==> src/rtl/hilo_mac_unit_if.sv <==
`default_nettype none
// ============================================================================
// Module      : hilo_mac_unit_if
// Description : Issue/result bundle between the EX stage and the HI/LO
//               multiply-accumulate unit.
//                 start  issue strobe            op    3-bit operation code
//                 rs/rt  operands (rs = MTHI/MTLO source)
//                 flush  abort the op in flight
//                 busy   op in flight            done  multiply-class write pulse
//                 hi/lo  architectural HI/LO registers
// Revision    : 1.0 - initial release
// ============================================================================
interface hilo_mac_unit_if #(
    parameter int WIDTH = 32
);
    logic             start;
    logic [2:0]       op;
    logic [WIDTH-1:0] rs;
    logic [WIDTH-1:0] rt;
    logic             flush;
    logic             busy;
    logic             done;
    logic [WIDTH-1:0] hi;
    logic [WIDTH-1:0] lo;

    // Pipeline side issues ops and observes the result.
    modport master (
        output start, op, rs, rt, flush,
        input  busy, done, hi, lo
    );

    // MAC unit side.
    modport slave (
        input  start, op, rs, rt, flush,
        output busy, done, hi, lo
    );
endinterface
`default_nettype wire

==> src/rtl/hilo_mac_unit.sv <==
`default_nettype none
// ============================================================================
// Module      : hilo_mac_unit
// Description : Iterative radix-2 32x32 multiply-accumulate unit owning the
//               HI/LO pair. MULT(U)/MADD(U)/MSUB(U) form a 2*WIDTH product
//               over WIDTH cycles and then write, add or subtract it into
//               {HI,LO} in one extra cycle. MTHI/MTLO write directly.
// Ports       : clk    rising-edge clock
//               rst_n  asynchronous active-low reset
//               bus    hilo_mac_unit_if.slave (start/op/rs/rt/flush in,
//                      busy/done/hi/lo out)
// Revision    : 1.0 - initial release
// ============================================================================
module hilo_mac_unit #(
    parameter int WIDTH = 32
) (
    input  wire logic        clk,
    input  wire logic        rst_n,
    hilo_mac_unit_if.slave   bus
);
    localparam int c_PW    = 2 * WIDTH;
    localparam int c_CNT_W = $clog2(WIDTH);
    localparam logic [c_CNT_W-1:0] c_CNT_LAST = c_CNT_W'(WIDTH - 1);
    localparam logic [c_CNT_W-1:0] c_CNT_ONE  = c_CNT_W'(1);

    typedef enum logic [1:0] {
        IDLE = 2'd0,
        MUL  = 2'd1,
        ACC  = 2'd2
    } state_t;

    state_t             r_state;
    state_t             w_next;

    logic [WIDTH-1:0]   r_mcand;     // multiplicand magnitude
    logic [WIDTH-1:0]   r_mplier;    // multiplier magnitude, shifted right each step
    logic [c_PW-1:0]    r_partial;
    logic [c_CNT_W-1:0] r_count;
    logic               r_neg;
    logic [1:0]         r_acc_sel;   // op[2:1]: 00 write, 01 add, 10 subtract
    logic [c_PW-1:0]    r_hilo;
    logic               r_done;

    logic               w_accept;
    logic               w_is_mt;
    logic               w_signed;
    logic [WIDTH-1:0]   w_mag_a;
    logic [WIDTH-1:0]   w_mag_b;
    logic [c_PW-1:0]    w_addend;
    logic [c_PW-1:0]    w_prod;

    assign w_accept = (r_state == IDLE) && bus.start && !bus.flush;
    assign w_is_mt  = (bus.op[2:1] == 2'b11);
    assign w_signed = !bus.op[0];

    // Unary minus of the most negative value yields the same bit pattern,
    // which read as unsigned is exactly 2^(WIDTH-1), so no special case.
    assign w_mag_a = (w_signed && bus.rs[WIDTH-1]) ? -bus.rs : bus.rs;
    assign w_mag_b = (w_signed && bus.rt[WIDTH-1]) ? -bus.rt : bus.rt;

    assign w_addend = {{WIDTH{1'b0}}, r_mcand} << r_count;
    assign w_prod   = r_neg ? -r_partial : r_partial;

    // ------------------------------------------------------------------
    // State register
    // ------------------------------------------------------------------
    always_ff @(posedge clk or negedge rst_n) begin
        if (!rst_n) begin
            r_state <= IDLE;
        end else begin
            r_state <= w_next;
        end
    end

    // ------------------------------------------------------------------
    // Next-state logic; flush always returns to IDLE without a write
    // ------------------------------------------------------------------
    always_comb begin
        w_next = r_state;
        case (r_state)
            IDLE: begin
                if (w_accept && !w_is_mt) begin
                    w_next = MUL;
                end
            end
            MUL: begin
                if (bus.flush) begin
                    w_next = IDLE;
                end else if (r_count == c_CNT_LAST) begin
                    w_next = ACC;
                end
            end
            ACC:     w_next = IDLE;
            default: w_next = IDLE;
        endcase
    end

    // ------------------------------------------------------------------
    // Datapath
    // ------------------------------------------------------------------
    always_ff @(posedge clk or negedge rst_n) begin
        if (!rst_n) begin
            r_mcand   <= '0;
            r_mplier  <= '0;
            r_partial <= '0;
            r_count   <= '0;
            r_neg     <= 1'b0;
            r_acc_sel <= 2'b00;
            r_hilo    <= '0;
            r_done    <= 1'b0;
        end else begin
            r_done <= 1'b0;
            case (r_state)
                IDLE: begin
                    if (w_accept) begin
                        if (w_is_mt) begin
                            if (bus.op[0]) begin
                                r_hilo[WIDTH-1:0] <= bus.rs;
                            end else begin
                                r_hilo[c_PW-1:WIDTH] <= bus.rs;
                            end
                        end else begin
                            r_mcand   <= w_mag_a;
                            r_mplier  <= w_mag_b;
                            r_neg     <= w_signed && (bus.rs[WIDTH-1] ^ bus.rt[WIDTH-1]);
                            r_acc_sel <= bus.op[2:1];
                            r_partial <= '0;
                            r_count   <= '0;
                        end
                    end
                end
                MUL: begin
                    if (!bus.flush) begin
                        if (r_mplier[0]) begin
                            r_partial <= r_partial + w_addend;
                        end
                        r_mplier <= r_mplier >> 1;
                        r_count  <= r_count + c_CNT_ONE;
                    end
                end
                ACC: begin
                    if (!bus.flush) begin
                        case (r_acc_sel)
                            2'b01:   r_hilo <= r_hilo + w_prod;
                            2'b10:   r_hilo <= r_hilo - w_prod;
                            default: r_hilo <= w_prod;
                        endcase
                        r_done <= 1'b1;
                    end
                end
                default: ;
            endcase
        end
    end

    assign bus.busy = (r_state != IDLE);
    assign bus.done = r_done;
    assign bus.hi   = r_hilo[c_PW-1:WIDTH];
    assign bus.lo   = r_hilo[WIDTH-1:0];

endmodule
`default_nettype wire

==> src/flat_wrapper.sv <==
// flat-port wrapper written by rule: the top's interface ports become plain ports
module hilo_mac_unit_flat 
#(
    parameter int WIDTH = 32
)
  (clk, rst_n, bus_start, bus_op, bus_rs, bus_rt, bus_flush, bus_busy, bus_done, bus_hi, bus_lo);
  hilo_mac_unit_if #(.WIDTH(WIDTH)) bus_i ();
  input  wire logic clk;
  input  wire logic rst_n;
  input wire logic [$bits(bus_i.start)-1:0] bus_start;
  input wire logic [$bits(bus_i.op)-1:0] bus_op;
  input wire logic [$bits(bus_i.rs)-1:0] bus_rs;
  input wire logic [$bits(bus_i.rt)-1:0] bus_rt;
  input wire logic [$bits(bus_i.flush)-1:0] bus_flush;
  output wire logic [$bits(bus_i.busy)-1:0] bus_busy;
  output wire logic [$bits(bus_i.done)-1:0] bus_done;
  output wire logic [$bits(bus_i.hi)-1:0] bus_hi;
  output wire logic [$bits(bus_i.lo)-1:0] bus_lo;
  assign bus_i.start = bus_start;
  assign bus_i.op = bus_op;
  assign bus_i.rs = bus_rs;
  assign bus_i.rt = bus_rt;
  assign bus_i.flush = bus_flush;
  assign bus_busy = bus_i.busy;
  assign bus_done = bus_i.done;
  assign bus_hi = bus_i.hi;
  assign bus_lo = bus_i.lo;
  hilo_mac_unit #(.WIDTH(WIDTH)) u_core (.clk(clk), .rst_n(rst_n), .bus(bus_i));
endmodule
==> config.mk <==
export PLATFORM = sky130hd
export DESIGN_NAME = hilo_mac_unit_flat
export DESIGN_NICKNAME = d
export VERILOG_FILES = /design/src/rtl/hilo_mac_unit_if.sv /design/src/rtl/hilo_mac_unit.sv /design/src/flat_wrapper.sv
export SDC_FILE = /design/constraint.sdc
export NUM_CORES = 1
export LEC_CHECK = 0
export BUFFER_PORTS_ARGS = -buffer_cell sky130_fd_sc_hd__buf_2
export CAP_MARGIN = 25
export CORE_AREA = 2 2 279 281
export DETAILED_ROUTE_END_ITERATION = 7
export DIE_AREA = 0 0 281 283
export GPL_TIMING_DRIVEN = 0
export PLACE_DENSITY = 0.41
export SLEW_MARGIN = 20
export SYNTH_ARGS = -nofsm -noshare
export SYNTH_HDL_FRONTEND = slang
export SYNTH_SLANG_ARGS = --single-unit
==> constraint.sdc <==
create_clock -name clk -period 19.8 [get_ports clk]
set_clock_uncertainty 0.2 [all_clocks]
set_input_delay 3.96 -clock clk [delete_from_list [all_inputs] [get_ports clk]]
set_output_delay 3.96 -clock clk [all_outputs]
set_load 0.1 [all_outputs]
==> reports/qor.tcl, run 1 <==
set qor(status) {complete, no violations}
set qor(groute.usage.overall_pct) 24.9
set qor(cp_slowest_stage_delay_ns) 0.65
set qor(fraction_of_the_mapped_netlist_area_in_compound_gates_pct) 27.1
set qor(route.final.wire_length_um) 102000
set qor(clkSinkCount) 203
set qor(drive_above_1_share_pct) 8.95
set qor(grt_first_pass_wirelength_um) 151000
set qor(synth.top_cell.area_share_pct) 22.4
set qor(syn_area_mm2) 0.0227
set qor(place_ws_ns) 11.19
set qor(port-buffer-count) 133
set qor(syn-instance-count) 3014
set qor(htreeDepth) 1
set qor(worst-path-buf-inv) 7
set qor(net_count_after_synthesis) 3220
set qor(worst-endpoint-arrival_ns) 9.17
set qor(cellLeakagePower_nw) 10.9
set qor(critPathSlowestCell) {sky130_fd_sc_hd__o31ai_1}
set qor(dp_hpwl_um) 83400
set qor(synthAdderAreaFrac_pct) 7.50
set qor(grt_setup_unrepaired) {false}
set qor(cts-root-to-sink-buffers) 3
set qor(gpl.final_weighted_congestion) 0.969
set qor(setup_ws_ns) 10.91
set qor(die_width_um) 281
set qor(synth_seq_cells) 203
set qor(cts_made_buffers) 29
set qor(final_design_area_no_fill_mm2) 0.0258
set qor(clk-insertion-delay-late_ns) 0.61
set qor(cp_capture_type) {flip-flop}
set qor(maxCapViolCount) 0
set qor(layout_commonest_cell) {sky130_fd_sc_hd__nand2_1}
set qor(cp_data_required_time_ns) 20.09
set qor(cts.hold.buffers_added) 0
set qor(post_cts_resize_count) 0
set qor(setup_total_negative_slack_ns) 0
set qor(timing.final.crit_share_pct) 44.9
set qor(synth_simple_gate_area_share_pct) 22.0
set qor(vdd_ir_drop_max_mv) 0.0840
set qor(synthFlopType) {sky130_fd_sc_hd__dfrtp_1}
set qor(layout.nets) 3389
set qor(number_of_buffers_inserted_by_post_cts_setup_repair) 0
set qor(grt_overflow_total) 0
set qor(power-per-cell-area_mw_per_mm2) 194
set qor(cp_top_family) {buffers and inverters}
set qor(max_clock_freq_mhz) 113
set qor(cp_common_cell) {sky130_fd_sc_hd__clkbuf_1}
set qor(yosysWarnings) 0
set qor(synth-seq-area-share_pct) 22.4
set qor(worst-path-max-fanout) 10
set qor(yosys.area_share.xor_xnor_pct) 11.2
set qor(postPlaceCellArea_mm2) 0.0248
set qor(path_cells) {clkbuf_1, clkbuf_1, buf_1, buf_1, clkbuf_1, clkbuf_1, nand2_1, xor2_1, a31oi_1, xnor2_1, ha_1, a21oi_1, o21ai_0, a21oi_1, o41ai_1, buf_1, a21oi_1, o31ai_1, a311oi_1, mux2i_1, a221o_1}
set qor(start_util_pct) 29.6
set qor(dieArea_mm2) 0.0795
set qor(fin_worst_hold_slack_ns) 0.272
set qor(area_growth_syn_to_layout_pct) 13.7
set qor(core.rowCount) 102
set qor(regArea_mm2) 0.00508
set qor(synthMuxAreaShare_pct) 5.36
set qor(largest_family_of_logic_cells_by_synthesized_area) {compound AO/OA/AOI/OAI gates}
set qor(drc) 0
set qor(design.portCount) 137
set qor(clock-root-buffer) {sky130_fd_sc_hd__clkbuf_16}
set qor(tritoncts) {built}
set qor(post_drt_via_cell_ratio) 5.60
set qor(die-height_um) 283
set qor(clk_pin_slew_ns) 0.06
set qor(cp-start-kind) {flip-flop}
set qor(synth-async-reset-ratio_pct) 100
set qor(post_drt_wl_per_cell_um) 24.0
set qor(setup_viol) 0
set qor(mostFrequentLayoutCells) {sky130_fd_sc_hd__nand2_1, sky130_fd_sc_hd__o21ai_0, sky130_fd_sc_hd__nor2_1, sky130_fd_sc_hd__a21oi_1, sky130_fd_sc_hd__dfrtp_1}
set qor(final_critical_period_ns) 8.89
set qor(final-hold-violation-count) 0
set qor(vias) 23809
set qor(multiInputGateArea_mm2) 0.0166
set qor(grt_pass1_vias) 23364
set qor(firstDrtPassIters) 5
set qor(core-area_mm2) 0.0767
set qor(worst-slew-pin-transition_ns) 1.03
set qor(setup.worst_path.class) {reg2reg}
set qor(detail_route.iter0.violations) 1970
set qor(hold_class) {reg2reg}
set qor(maximum_number_of_pins_on_one_net_before_global_route_repair) 88
set qor(mapped_avg_cell_area_um2) 7.54
set qor(synth_edf_count) 0
set qor(fillers) 8255
set qor(netlist_top_cells_area) {sky130_fd_sc_hd__dfrtp_1, sky130_fd_sc_hd__ha_1, sky130_fd_sc_hd__o21ai_0}
set qor(antenna_found_initial) 0
set qor(yosysUniqueCellTypes) 84
set qor(synth_top_area_cell) {sky130_fd_sc_hd__dfrtp_1}
set qor(report.final.slew_viol_count) 0
set qor(drt.antenna.violating_nets) 0
set qor(max-slew-margin-rel_pct) 31.5
## synth_stat cells, drive strengths merged, types with 10 or more instances
cell type,number
a21oi,241
nor3,53
mux2,28
a21o,85
o211ai,26
xnor2,151
ha,133
or3,28
or4,27
and3,30
xor2,138
a31oi,39
o21ai,328
a41oi,13
nor2,265
clkbuf,162
o41ai,19
a21boi,10
o31ai,49
buf,37
nand4,46
and2,20
o21bai,31
a211oi,38
dfrtp,203
a221oi,14
nor4,30
mux2i,52
o21a,14
or2,10
mux4,17
nand2,365
nand2b,35
nor3b,11
inv,64
o22ai,20
nor2b,31
a22o,12
nand3,53
## logic make-up after synthesis
kind of cell | Yosys count
multiplexers | 97
flip-flops | 203
XOR/XNOR | 289
buffers and inverters | 264
adder cells (fa/ha/maj) | 135
AND/OR/NAND/NOR | 1035
AO/OA/AOI/OAI | 991
## metal layers
| layer | global-route usage, % | share of wire, % | vias up | routed length, um |
|---|---|---|---|---|
| met5 | 0 | 0 | - | 0 |
| met3 | 2.28 | 4.7 | 160 | 4770 |
| li1 | - | - | 11335 | - |
| met2 | 40.7 | 46 | 772 | 46800 |
| met1 | 34.4 | 46 | 11542 | 46700 |
| met4 | 8.41 | 3.5 | 0 | 3550 |
## metrics by stage
stage	total power, W	utilization (%)	instances
global route	0.00539	33.7	4245
CTS	0.00496	33.7	4244
global placement	0.00434	32.2	4187
floorplan	0.00330	-	3014
detailed placement	0.00433	32.3	4191
finish	0.00501	33.7	4248
## worst register-to-register path: stages (launching register included)
cell and delay [ns]:
sky130_fd_sc_hd__dfrtp_1 0.35, sky130_fd_sc_hd__clkbuf_1 0.38, sky130_fd_sc_hd__clkbuf_1 0.57, sky130_fd_sc_hd__buf_1 0.53, sky130_fd_sc_hd__buf_1 0.61, sky130_fd_sc_hd__clkbuf_1 0.62
sky130_fd_sc_hd__clkbuf_1 0.60, sky130_fd_sc_hd__nand2_1 0.13, sky130_fd_sc_hd__xor2_1 0.40, sky130_fd_sc_hd__a31oi_1 0.18, sky130_fd_sc_hd__xnor2_1 0.19, sky130_fd_sc_hd__ha_1 0.39
sky130_fd_sc_hd__a21oi_1 0.14, sky130_fd_sc_hd__o21ai_0 0.64, sky130_fd_sc_hd__a21oi_1 0.35, sky130_fd_sc_hd__o41ai_1 0.65, sky130_fd_sc_hd__buf_1 0.28, sky130_fd_sc_hd__a21oi_1 0.20
sky130_fd_sc_hd__o31ai_1 0.65, sky130_fd_sc_hd__a311oi_1 0.27, sky130_fd_sc_hd__mux2i_1 0.18, sky130_fd_sc_hd__a221o_1 0.28
## path summary, 6_finish.rpt
kind	start	endpoint	slack (ns)	cells after the start
worst min-delay path	u_core.r_mplier[3]	u_core.r_mplier[3]	0.27	2
worst max-delay path	u_core.r_neg	u_core.r_hilo[60]	10.91	21
min in group asynchronous	rst_n	u_core.r_mplier[6]	3.07	1
worst max register to register	u_core.r_neg	u_core.r_hilo[60]	10.91	21
worst min register to register	u_core.r_mplier[3]	u_core.r_mplier[3]	0.27	2
max in group asynchronous	rst_n	u_core.r_hilo[34]	15.07	3
## flip-flops by register name, summed over array words and instances (netlist names)
signal	count
u_core.bus.done	1
u_core.r_acc_sel	2
u_core.r_count	5
u_core.r_hilo	64
u_core.r_mcand	32
u_core.r_mplier	32
u_core.r_neg	1
u_core.r_partial	64
u_core.r_state	2
## power breakdown
part           internal [W]  switching (W)  total (W)  leakage [nW]
Clock              0.000354       0.000237   0.000591         0.513
Sequential         0.000514       0.000128   0.000642          2.63
Combinational       0.00124        0.00254    0.00378          7.75
Total               0.00211        0.00290    0.00501          10.9
## final cells by class
class                      instances  area share [%]
clock buffer                      36            3.10
multi-input combinational       2547            64.3
tap                             1040            5.04
clock inverter                    17           0.963
sequential                       203            19.7
inverter                          65           0.944
timing repair buffer             138            2.92
buffer                           199            3.04
antenna                            3          0.0291
Note: power is estimated with default switching activity, not from simulation.
==> run 2, diff against run 1 <==
--- a/config.mk
+++ b/config.mk
@@ -11,7 +11,7 @@
 export DETAILED_ROUTE_END_ITERATION = 7
 export DIE_AREA = 0 0 281 283
 export GPL_TIMING_DRIVEN = 0
-export PLACE_DENSITY = 0.41
+export PLACE_DENSITY = 0.42
 export SLEW_MARGIN = 20
 export SYNTH_ARGS = -nofsm -noshare
 export SYNTH_HDL_FRONTEND = slang
==> constraint.sdc (replaced) <==
create_clock -name clk -period 7.1 [get_ports clk]
set_clock_uncertainty 0.2 [all_clocks]
set_input_delay 1.42 -clock clk [delete_from_list [all_inputs] [get_ports clk]]
set_output_delay 1.42 -clock clk [all_outputs]
set_load 0.1 [all_outputs]
==> reports/qor.tcl, run 2 (synthesized netlist as in run 1, its figures left out) <==
set qor(status) {complete, no violations}
set qor(power-per-cell-area_mw_per_mm2) 542 ;# +180%
set qor(core-area_mm2) 0.0767 ;# unchanged
set qor(worst-endpoint-arrival_ns) 7.18 ;# -1.99 ns
set qor(detail_route.iter0.violations) 1788 ;# -9.2%
set qor(clk_pin_slew_ns) 0.06 ;# about the same
set qor(maximum_number_of_pins_on_one_net_before_global_route_repair) 90 ;# +2.3%
set qor(gpl.final_weighted_congestion) 0.972 ;# +0.27%
set qor(cts-root-to-sink-buffers) 3 ;# unchanged
set qor(cellLeakagePower_nw) 11.1 ;# +1.8%
set qor(layout.nets) 3397 ;# +0.24%
set qor(grt_overflow_total) 0 ;# unchanged
set qor(mostFrequentLayoutCells) {sky130_fd_sc_hd__nand2_1, sky130_fd_sc_hd__o21ai_0, sky130_fd_sc_hd__nor2_1, sky130_fd_sc_hd__a21oi_1, sky130_fd_sc_hd__dfrtp_1}
set qor(final_core_utilization_pct) 34.3 ;# +0.57 points
set qor(maxCapViolCount) 0 ;# unchanged
set qor(design.portCount) 137 ;# unchanged
set qor(post_drt_wl_per_cell_um) 23.8 ;# -0.71%
set qor(finish.cell_count_without_fillers) 4255 ;# +0.16%
set qor(core.rowCount) 102 ;# unchanged
set qor(max-slew-margin-rel_pct) 30.6 ;# -0.90 points
set qor(start_util_pct) 29.6 ;# unchanged
set qor(port-buffer-count) 133 ;# unchanged
set qor(setup_ws_ns) 0.207 ;# -10.71 ns
set qor(final_critical_period_ns) 6.89 ;# -1.99 ns
set qor(htreeDepth) 1 ;# unchanged
set qor(hold_class) {reg2reg}
set qor(worst-path-buf-inv) 6 ;# -1
set qor(vias) 23897 ;# +0.37%
set qor(final_design_area_no_fill_mm2) 0.0263 ;# +1.7%
set qor(grt_pass1_vias) 23102 ;# -1.1%
set qor(cp_slowest_stage_delay_ns) 0.56 ;# -0.09 ns
set qor(dieArea_mm2) 0.0795 ;# unchanged
set qor(cp_top_family) {simple AND/OR/NAND/NOR gates}
set qor(postPlaceCellArea_mm2) 0.0248 ;# unchanged
set qor(worst-slew-pin-transition_ns) 1.04 ;# +0.0156 ns
set qor(max_clock_freq_mhz) 145 ;# +29%
set qor(drc) 0 ;# unchanged
set qor(timing.final.crit_share_pct) 97.1 ;# +52 points
set qor(post_drt_via_cell_ratio) 5.62 ;# +0.20%
set qor(clkSinkCount) 203 ;# unchanged
set qor(antenna_found_initial) 1 ;# +1
set qor(die_width_um) 281 ;# unchanged
set qor(clk-insertion-delay-late_ns) 0.61 ;# about the same
set qor(tritoncts) {built}
set qor(groute.usage.overall_pct) 24.7 ;# -0.19 points
set qor(dp_hpwl_um) 82800 ;# -0.71%
set qor(grt_first_pass_wirelength_um) 150000 ;# -0.83%
set qor(vdd_ir_drop_max_mv) 0.204 ;# +140%
set qor(setup.reg_to_reg.worst_slack_ns) 0.21 ;# -10.71 ns
set qor(drt.antenna.violating_nets) 0 ;# unchanged
set qor(report.final.slew_viol_count) 0 ;# unchanged
set qor(final-hold-violation-count) 0 ;# unchanged
set qor(cp_data_required_time_ns) 7.39 ;# -12.70 ns
set qor(layout_commonest_cell) {sky130_fd_sc_hd__nand2_1}
set qor(cts_made_buffers) 30 ;# +3.4%
set qor(die-height_um) 283 ;# unchanged
set qor(setup.worst_path.class) {reg2reg}
set qor(fillers) 8160 ;# -1.2%
set qor(worst-path-max-fanout) 10 ;# unchanged
set qor(leading_registers_by_flop_count) {u_core.r_hilo x64, u_core.r_partial x64}
set qor(clock-root-buffer) {sky130_fd_sc_hd__clkbuf_16}
set qor(drive_above_1_share_pct) 11.5 ;# +2.5 points
set qor(cp-start-kind) {flip-flop}
set qor(setup_viol) 0 ;# unchanged
set qor(totalPowerFinal_w) 0.0142 ;# +180%
set qor(critPathSlowestCell) {sky130_fd_sc_hd__or4_1}
set qor(firstDrtPassIters) 5 ;# unchanged
set qor(route.final.wire_length_um) 101000 ;# -0.54%
set qor(area_growth_syn_to_layout_pct) 15.6
set qor(place_ws_ns) -1.74 ;# -12.94 ns
set qor(place_inst) 4191 ;# unchanged
set qor(cp_capture_type) {flip-flop}
## run 2: what timing repair did
action	CTS	global route
hold endpoints to repair	0	0
setup buffers	11	7
cloned	0	0
hold buffers	0	0
resized for setup	38	62
pin swaps	9	9
endpoints found under the setup margin	41	32
## run 2: path summary, 6_finish.rpt
kind / cells after the start / endpoint / startpoint
worst max-delay path: 26 / u_core.r_hilo[60] / u_core.r_partial[7]
worst min-delay path: 2 / u_core.r_mplier[14] / u_core.r_mplier[14]
worst max register to register: 26 / u_core.r_hilo[60] / u_core.r_partial[7]
worst min register to register: 2 / u_core.r_mplier[14] / u_core.r_mplier[14]
max in group asynchronous: 3 / u_core.r_hilo[34] / rst_n
min in group asynchronous: 1 / u_core.r_mplier[6] / rst_n
## run 2: power by group
part	total [W]	switching (W)	leakage [nW]	internal, W
registers	0.00182	0.000387	2.62	0.00143
clock network	0.00152	0.000629	0.489	0.000891
logic	0.0109	0.00722	7.98	0.00368
## run 2: routing by layer
metal	vias up	track usage (%)	share of wire, %
li1	11345	-	-
met4	0	9.65	4.3
met5	-	0	0
met2	801	39.8	45
met3	172	2.37	4.6
met1	11579	34.0	46
## run 2: per-stage QoR
step | TNS, ns | hold WS [ns]
CTS | -0.0433 | 0.279
floorplan | 0 | 0.245
finish | 0 | 0.274
detailed placement | -27.02 | 0.266
global placement | -31.27 | 0.258
global route | -0.157 | 0.303
## run 2: layout make-up
class	instances	area (um^2)	area share (%)
Sequential cell	203	5080	19.3
Clock inverter	13	114	0.433
Clock buffer	42	876	3.33
Tap cell	1040	1300	4.95
Buffer	189	764	2.91
Timing Repair Buffer	155	885	3.37
Antenna cell	1	2.50	0.00952
Multi-Input combinational cell	2547	17000	64.7
Inverter	65	244	0.928
## run 2: worst reg2reg max path, cell delays in order, from the launching register on
cell	delay [ns]
sky130_fd_sc_hd__dfrtp_1	0.39
sky130_fd_sc_hd__clkbuf_1	0.27
sky130_fd_sc_hd__or4_1	0.57
sky130_fd_sc_hd__or4_1	0.49
sky130_fd_sc_hd__buf_2	0.19
sky130_fd_sc_hd__buf_2	0.21
sky130_fd_sc_hd__a311oi_1	0.27
sky130_fd_sc_hd__a211oi_1	0.11
sky130_fd_sc_hd__nor2_1	0.17
sky130_fd_sc_hd__nand4_1	0.11
sky130_fd_sc_hd__buf_4	0.19
sky130_fd_sc_hd__nor3_4	0.28
sky130_fd_sc_hd__nor4b_4	0.28
sky130_fd_sc_hd__buf_4	0.18
sky130_fd_sc_hd__a21oi_1	0.07
sky130_fd_sc_hd__xor2_1	0.34
sky130_fd_sc_hd__ha_1	0.30
sky130_fd_sc_hd__clkbuf_1	0.19
sky130_fd_sc_hd__and3_1	0.31
sky130_fd_sc_hd__nand3_1	0.11
sky130_fd_sc_hd__nand2_1	0.09
sky130_fd_sc_hd__a221o_1	0.39
sky130_fd_sc_hd__a21oi_4	0.20
sky130_fd_sc_hd__o31ai_4	0.11
sky130_fd_sc_hd__a311oi_2	0.35
sky130_fd_sc_hd__mux2i_1	0.12
sky130_fd_sc_hd__a221o_1	0.27
==> run 3, diff against run 2 <==
--- a/config.mk
+++ b/config.mk
@@ -5,13 +5,14 @@
 export SDC_FILE = /design/constraint.sdc
 export NUM_CORES = 1
 export LEC_CHECK = 0
+export ABC_CLOCK_PERIOD_IN_PS = 7100
 export BUFFER_PORTS_ARGS = -buffer_cell sky130_fd_sc_hd__buf_2
 export CAP_MARGIN = 25
-export CORE_AREA = 2 2 279 281
+export CORE_AREA = 2 2 203 205
 export DETAILED_ROUTE_END_ITERATION = 7
-export DIE_AREA = 0 0 281 283
+export DIE_AREA = 0 0 205 207
 export GPL_TIMING_DRIVEN = 0
-export PLACE_DENSITY = 0.42
+export PLACE_DENSITY = 0.75
 export SLEW_MARGIN = 20
 export SYNTH_ARGS = -nofsm -noshare
 export SYNTH_HDL_FRONTEND = slang
==> reports/qor.tcl, run 3 (synthesized netlist as in run 1, its figures left out) <==
set qor(status) {complete, no violations}
set qor(place_ws_ns) -1.49 ;# +0.253 ns
set qor(hold_class) {reg2reg}
set qor(clkSinkCount) 203 ;# unchanged
set qor(vdd_ir_drop_max_mv) 0.335 ;# +64%
set qor(timing.hold.worst.start) {u_core.r_mplier[19]}
set qor(cts.hold.buffers_added) 0 ;# unchanged
set qor(worst-path-max-fanout) 10 ;# unchanged
set qor(max-slew-margin-rel_pct) 35.7 ;# +5.1 points
set qor(cp.depth) 23 ;# -12%
set qor(setup.worst_path.class) {reg2reg}
set qor(clock-root-buffer) {sky130_fd_sc_hd__clkbuf_16}
set qor(cp_top_family) {compound AO/OA/AOI/OAI gates}
set qor(final_core_utilization_pct) 62.9 ;# +29 points
set qor(design.portCount) 137 ;# unchanged
set qor(finish.cell_count_without_fillers) 3736 ;# -12%
set qor(worst-endpoint-arrival_ns) 7.13 ;# -0.05 ns
set qor(drt.antenna.violating_nets) 0 ;# unchanged
set qor(critPathSlowestCell) {sky130_fd_sc_hd__or4_1}
set qor(worst-slew-pin-transition_ns) 0.965 ;# -0.0766 ns
set qor(cp_capture_type) {flip-flop}
set qor(die-height_um) 207 ;# -27%
set qor(worst-path-buf-inv) 3 ;# -3
set qor(core.rowCount) 74 ;# -27%
set qor(regArea_mm2) 0.00508 ;# about the same
set qor(final_critical_period_ns) 6.91 ;# +0.0142 ns
set qor(timing.final.crit_share_pct) 97.3 ;# +0.20 points
set qor(mostFrequentLayoutCells) {sky130_fd_sc_hd__nand2_1, sky130_fd_sc_hd__o21ai_0, sky130_fd_sc_hd__nor2_1, sky130_fd_sc_hd__a21oi_1, sky130_fd_sc_hd__dfrtp_1}
set qor(final-hold-violation-count) 0 ;# unchanged
set qor(grt_pass1_vias) 23596 ;# +2.1%
set qor(power.net_switching_w) 0.00810 ;# -1.7%
set qor(cp_data_required_time_ns) 7.32 ;# -0.07 ns
set qor(report.final.slew_viol_count) 0 ;# unchanged
set qor(cts-root-to-sink-buffers) 3 ;# unchanged
set qor(post_drt_via_cell_ratio) 6.67 ;# +19%
set qor(firstDrtPassIters) 6 ;# +1
set qor(grt_overflow_total) 0 ;# unchanged
set qor(cts_made_buffers) 24 ;# -20%
set qor(cellLeakagePower_nw) 11.0 ;# -1.2%
set qor(clock_power_share_pct) 9.3 ;# -1.4 points
set qor(setup_viol) 0 ;# unchanged
set qor(path_cells) {clkbuf_1, or3_1, clkbuf_1, o41ai_1, xor2_1, o2111ai_1, nor4_2, nand4b_1, nor2b_1, xor2_1, ha_2, nand2_1, o21bai_1, a21oi_1, or4_1, a21oi_4, o2111ai_2, a311oi_2, buf_4, o2111ai_4, o21ai_1, mux2i_1, o21ai_0}
set qor(core-area_mm2) 0.0404 ;# -47%
set qor(layout_commonest_cell) {sky130_fd_sc_hd__nand2_1}
set qor(route.final.wire_length_um) 89800 ;# -11%
set qor(antenna_found_initial) 4 ;# +3
set qor(area_growth_syn_to_layout_pct) 11.7
set qor(power-per-cell-area_mw_per_mm2) 548 ;# +1.1%
set qor(groute.usage.overall_pct) 41.3 ;# +17 points
set qor(die_width_um) 205 ;# -27%
set qor(cell_internal_pwr_w) 0.00582 ;# -3.1%
set qor(gpl.final_weighted_congestion) 1.05 ;# +8.1%
set qor(dieArea_mm2) 0.0424 ;# -47%
set qor(leading_registers_by_flop_count) {u_core.r_hilo x64, u_core.r_partial x64}
set qor(drive_above_1_share_pct) 10.8 ;# -0.70 points
set qor(vias) 24907 ;# +4.2%
set qor(holdPathStages) 2 ;# unchanged
set qor(grt_first_pass_wirelength_um) 137000 ;# -8.7%
set qor(start_util_pct) 56.3 ;# +27 points
set qor(maxCapViolCount) 0 ;# unchanged
set qor(max_clock_freq_mhz) 145 ;# -0.21%
set qor(cp-start-kind) {flip-flop}
set qor(layout.nets) 3389 ;# -0.24%
set qor(fillers) 3726 ;# -54%
set qor(depth_of_the_worst_register_to_register_path) 23 ;# -12%
set qor(place_inst) 3681 ;# -12%
set qor(htreeDepth) 1 ;# unchanged
set qor(p_sw_share_pct) 58.2 ;# +0.35 points
set qor(post_drt_wl_per_cell_um) 24.0 ;# +0.98%
set qor(cp_slowest_stage_delay_ns) 0.49 ;# -0.07 ns
set qor(setup_ws_ns) 0.193 ;# -0.0142 ns
set qor(p_comb_share_pct) 77.7 ;# +1.2 points
set qor(dp_hpwl_um) 71400 ;# -14%
set qor(tritoncts) {built}
set qor(detail_route.iter0.violations) 2727 ;# +53%
set qor(multiInputGateArea_mm2) 0.0170 ;# -0.23%
set qor(r2r_path_start) {u_core.r_partial[5]}
set qor(drc) 0 ;# unchanged
set qor(maximum_number_of_pins_on_one_net_before_global_route_repair) 86 ;# -4.4%
set qor(seqPwrFrac_pct) 13.0 ;# +0.2 points
set qor(clk-insertion-delay-late_ns) 0.57 ;# -0.04 ns
set qor(clk_pin_slew_ns) 0.06 ;# about the same
set qor(critPathLaunch) {u_core.r_partial[5]}
set qor(totalPowerFinal_w) 0.0139 ;# -2.3%
set qor(port-buffer-count) 133 ;# unchanged
run 3: power groups by stage:
| stage | sequential [W] | clock [W] | combinational [W] |
|---|---|---|---|
| 6_report | 0.00181 | 0.00130 | 0.0108 |
| 5_1_grt | 0.00183 | 0.00135 | 0.0116 |
| 4_1_cts | 0.00176 | 0.00130 | 0.0103 |
| 3_5_place_dp | 0.00178 | 0 | 0.0101 |
| 3_3_place_gp | 0.00177 | 0 | 0.0100 |
| 2_1_floorplan | 0.00238 | 0 | 0.00683 |
run 3: path summary, 6_finish.rpt:
kind	to	slack [ns]
min in group asynchronous	u_core.r_mplier[4]	0.56
max reg2reg	u_core.r_hilo[61]	0.19
min reg2reg	u_core.r_mplier[19]	0.28
min	u_core.r_mplier[19]	0.28
max in group asynchronous	u_core.bus.done	4.95
max	u_core.r_hilo[61]	0.19
run 3: worst register-to-register path: stages (launching register included):
cell and delay [ns]:
sky130_fd_sc_hd__dfrtp_1 0.40, sky130_fd_sc_hd__clkbuf_1 0.27, sky130_fd_sc_hd__or3_1 0.41, sky130_fd_sc_hd__clkbuf_1 0.18, sky130_fd_sc_hd__o41ai_1 0.47, sky130_fd_sc_hd__xor2_1 0.34, sky130_fd_sc_hd__o2111ai_1 0.26, sky130_fd_sc_hd__nor4_2 0.34
sky130_fd_sc_hd__nand4b_1 0.30, sky130_fd_sc_hd__nor2b_1 0.24, sky130_fd_sc_hd__xor2_1 0.21, sky130_fd_sc_hd__ha_2 0.44, sky130_fd_sc_hd__nand2_1 0.11, sky130_fd_sc_hd__o21bai_1 0.30, sky130_fd_sc_hd__a21oi_1 0.12, sky130_fd_sc_hd__or4_1 0.49
sky130_fd_sc_hd__a21oi_4 0.25, sky130_fd_sc_hd__o2111ai_2 0.29, sky130_fd_sc_hd__a311oi_2 0.27, sky130_fd_sc_hd__buf_4 0.18, sky130_fd_sc_hd__o2111ai_4 0.17, sky130_fd_sc_hd__o21ai_1 0.22, sky130_fd_sc_hd__mux2i_1 0.22, sky130_fd_sc_hd__o21ai_0 0.10
run 3: through the flow:
stage | setup TNS [ns] | hold WS (ns) | cell area, um^2
final | 0 | 0.276 | 25400
after CTS | 0 | 0.280 | 25200
after global placement | -16.97 | 0.260 | 24100
after floorplan | 0 | 0.245 | 22700
after global routing | -0.0385 | 0.305 | 25400
after detailed placement | -21.65 | 0.266 | 24100
run 3: final cells by class:
type | instances | area share [%]
Inverter | 65 | 0.961
Antenna cell | 4 | 0.0394
Clock inverter | 7 | 0.389
Multi-Input combinational cell | 2547 | 66.8
Tap cell | 532 | 2.62
Clock buffer | 36 | 2.78
Buffer | 192 | 3.04
Timing Repair Buffer | 150 | 3.32
Sequential cell | 203 | 20.0
run 3: layer usage:
| layer | GRT usage (%) | part of all wire, % | wire, um |
|---|---|---|---|
| met5 | 0 | 0 | 0 |
| met1 | 56.2 | 41 | 36500 |
| met3 | 5.54 | 9.6 | 8590 |
| met2 | 63.3 | 43 | 38900 |
| met4 | 22.8 | 6.5 | 5790 |
run 3: what timing repair did:
action                     CTS  global route
hold endpoints to repair     0             0
gates resized for setup     34            51
cloned                       0             0
pin swaps                   11            11
setup buffers               11             4
setup endpoints to repair   36            28
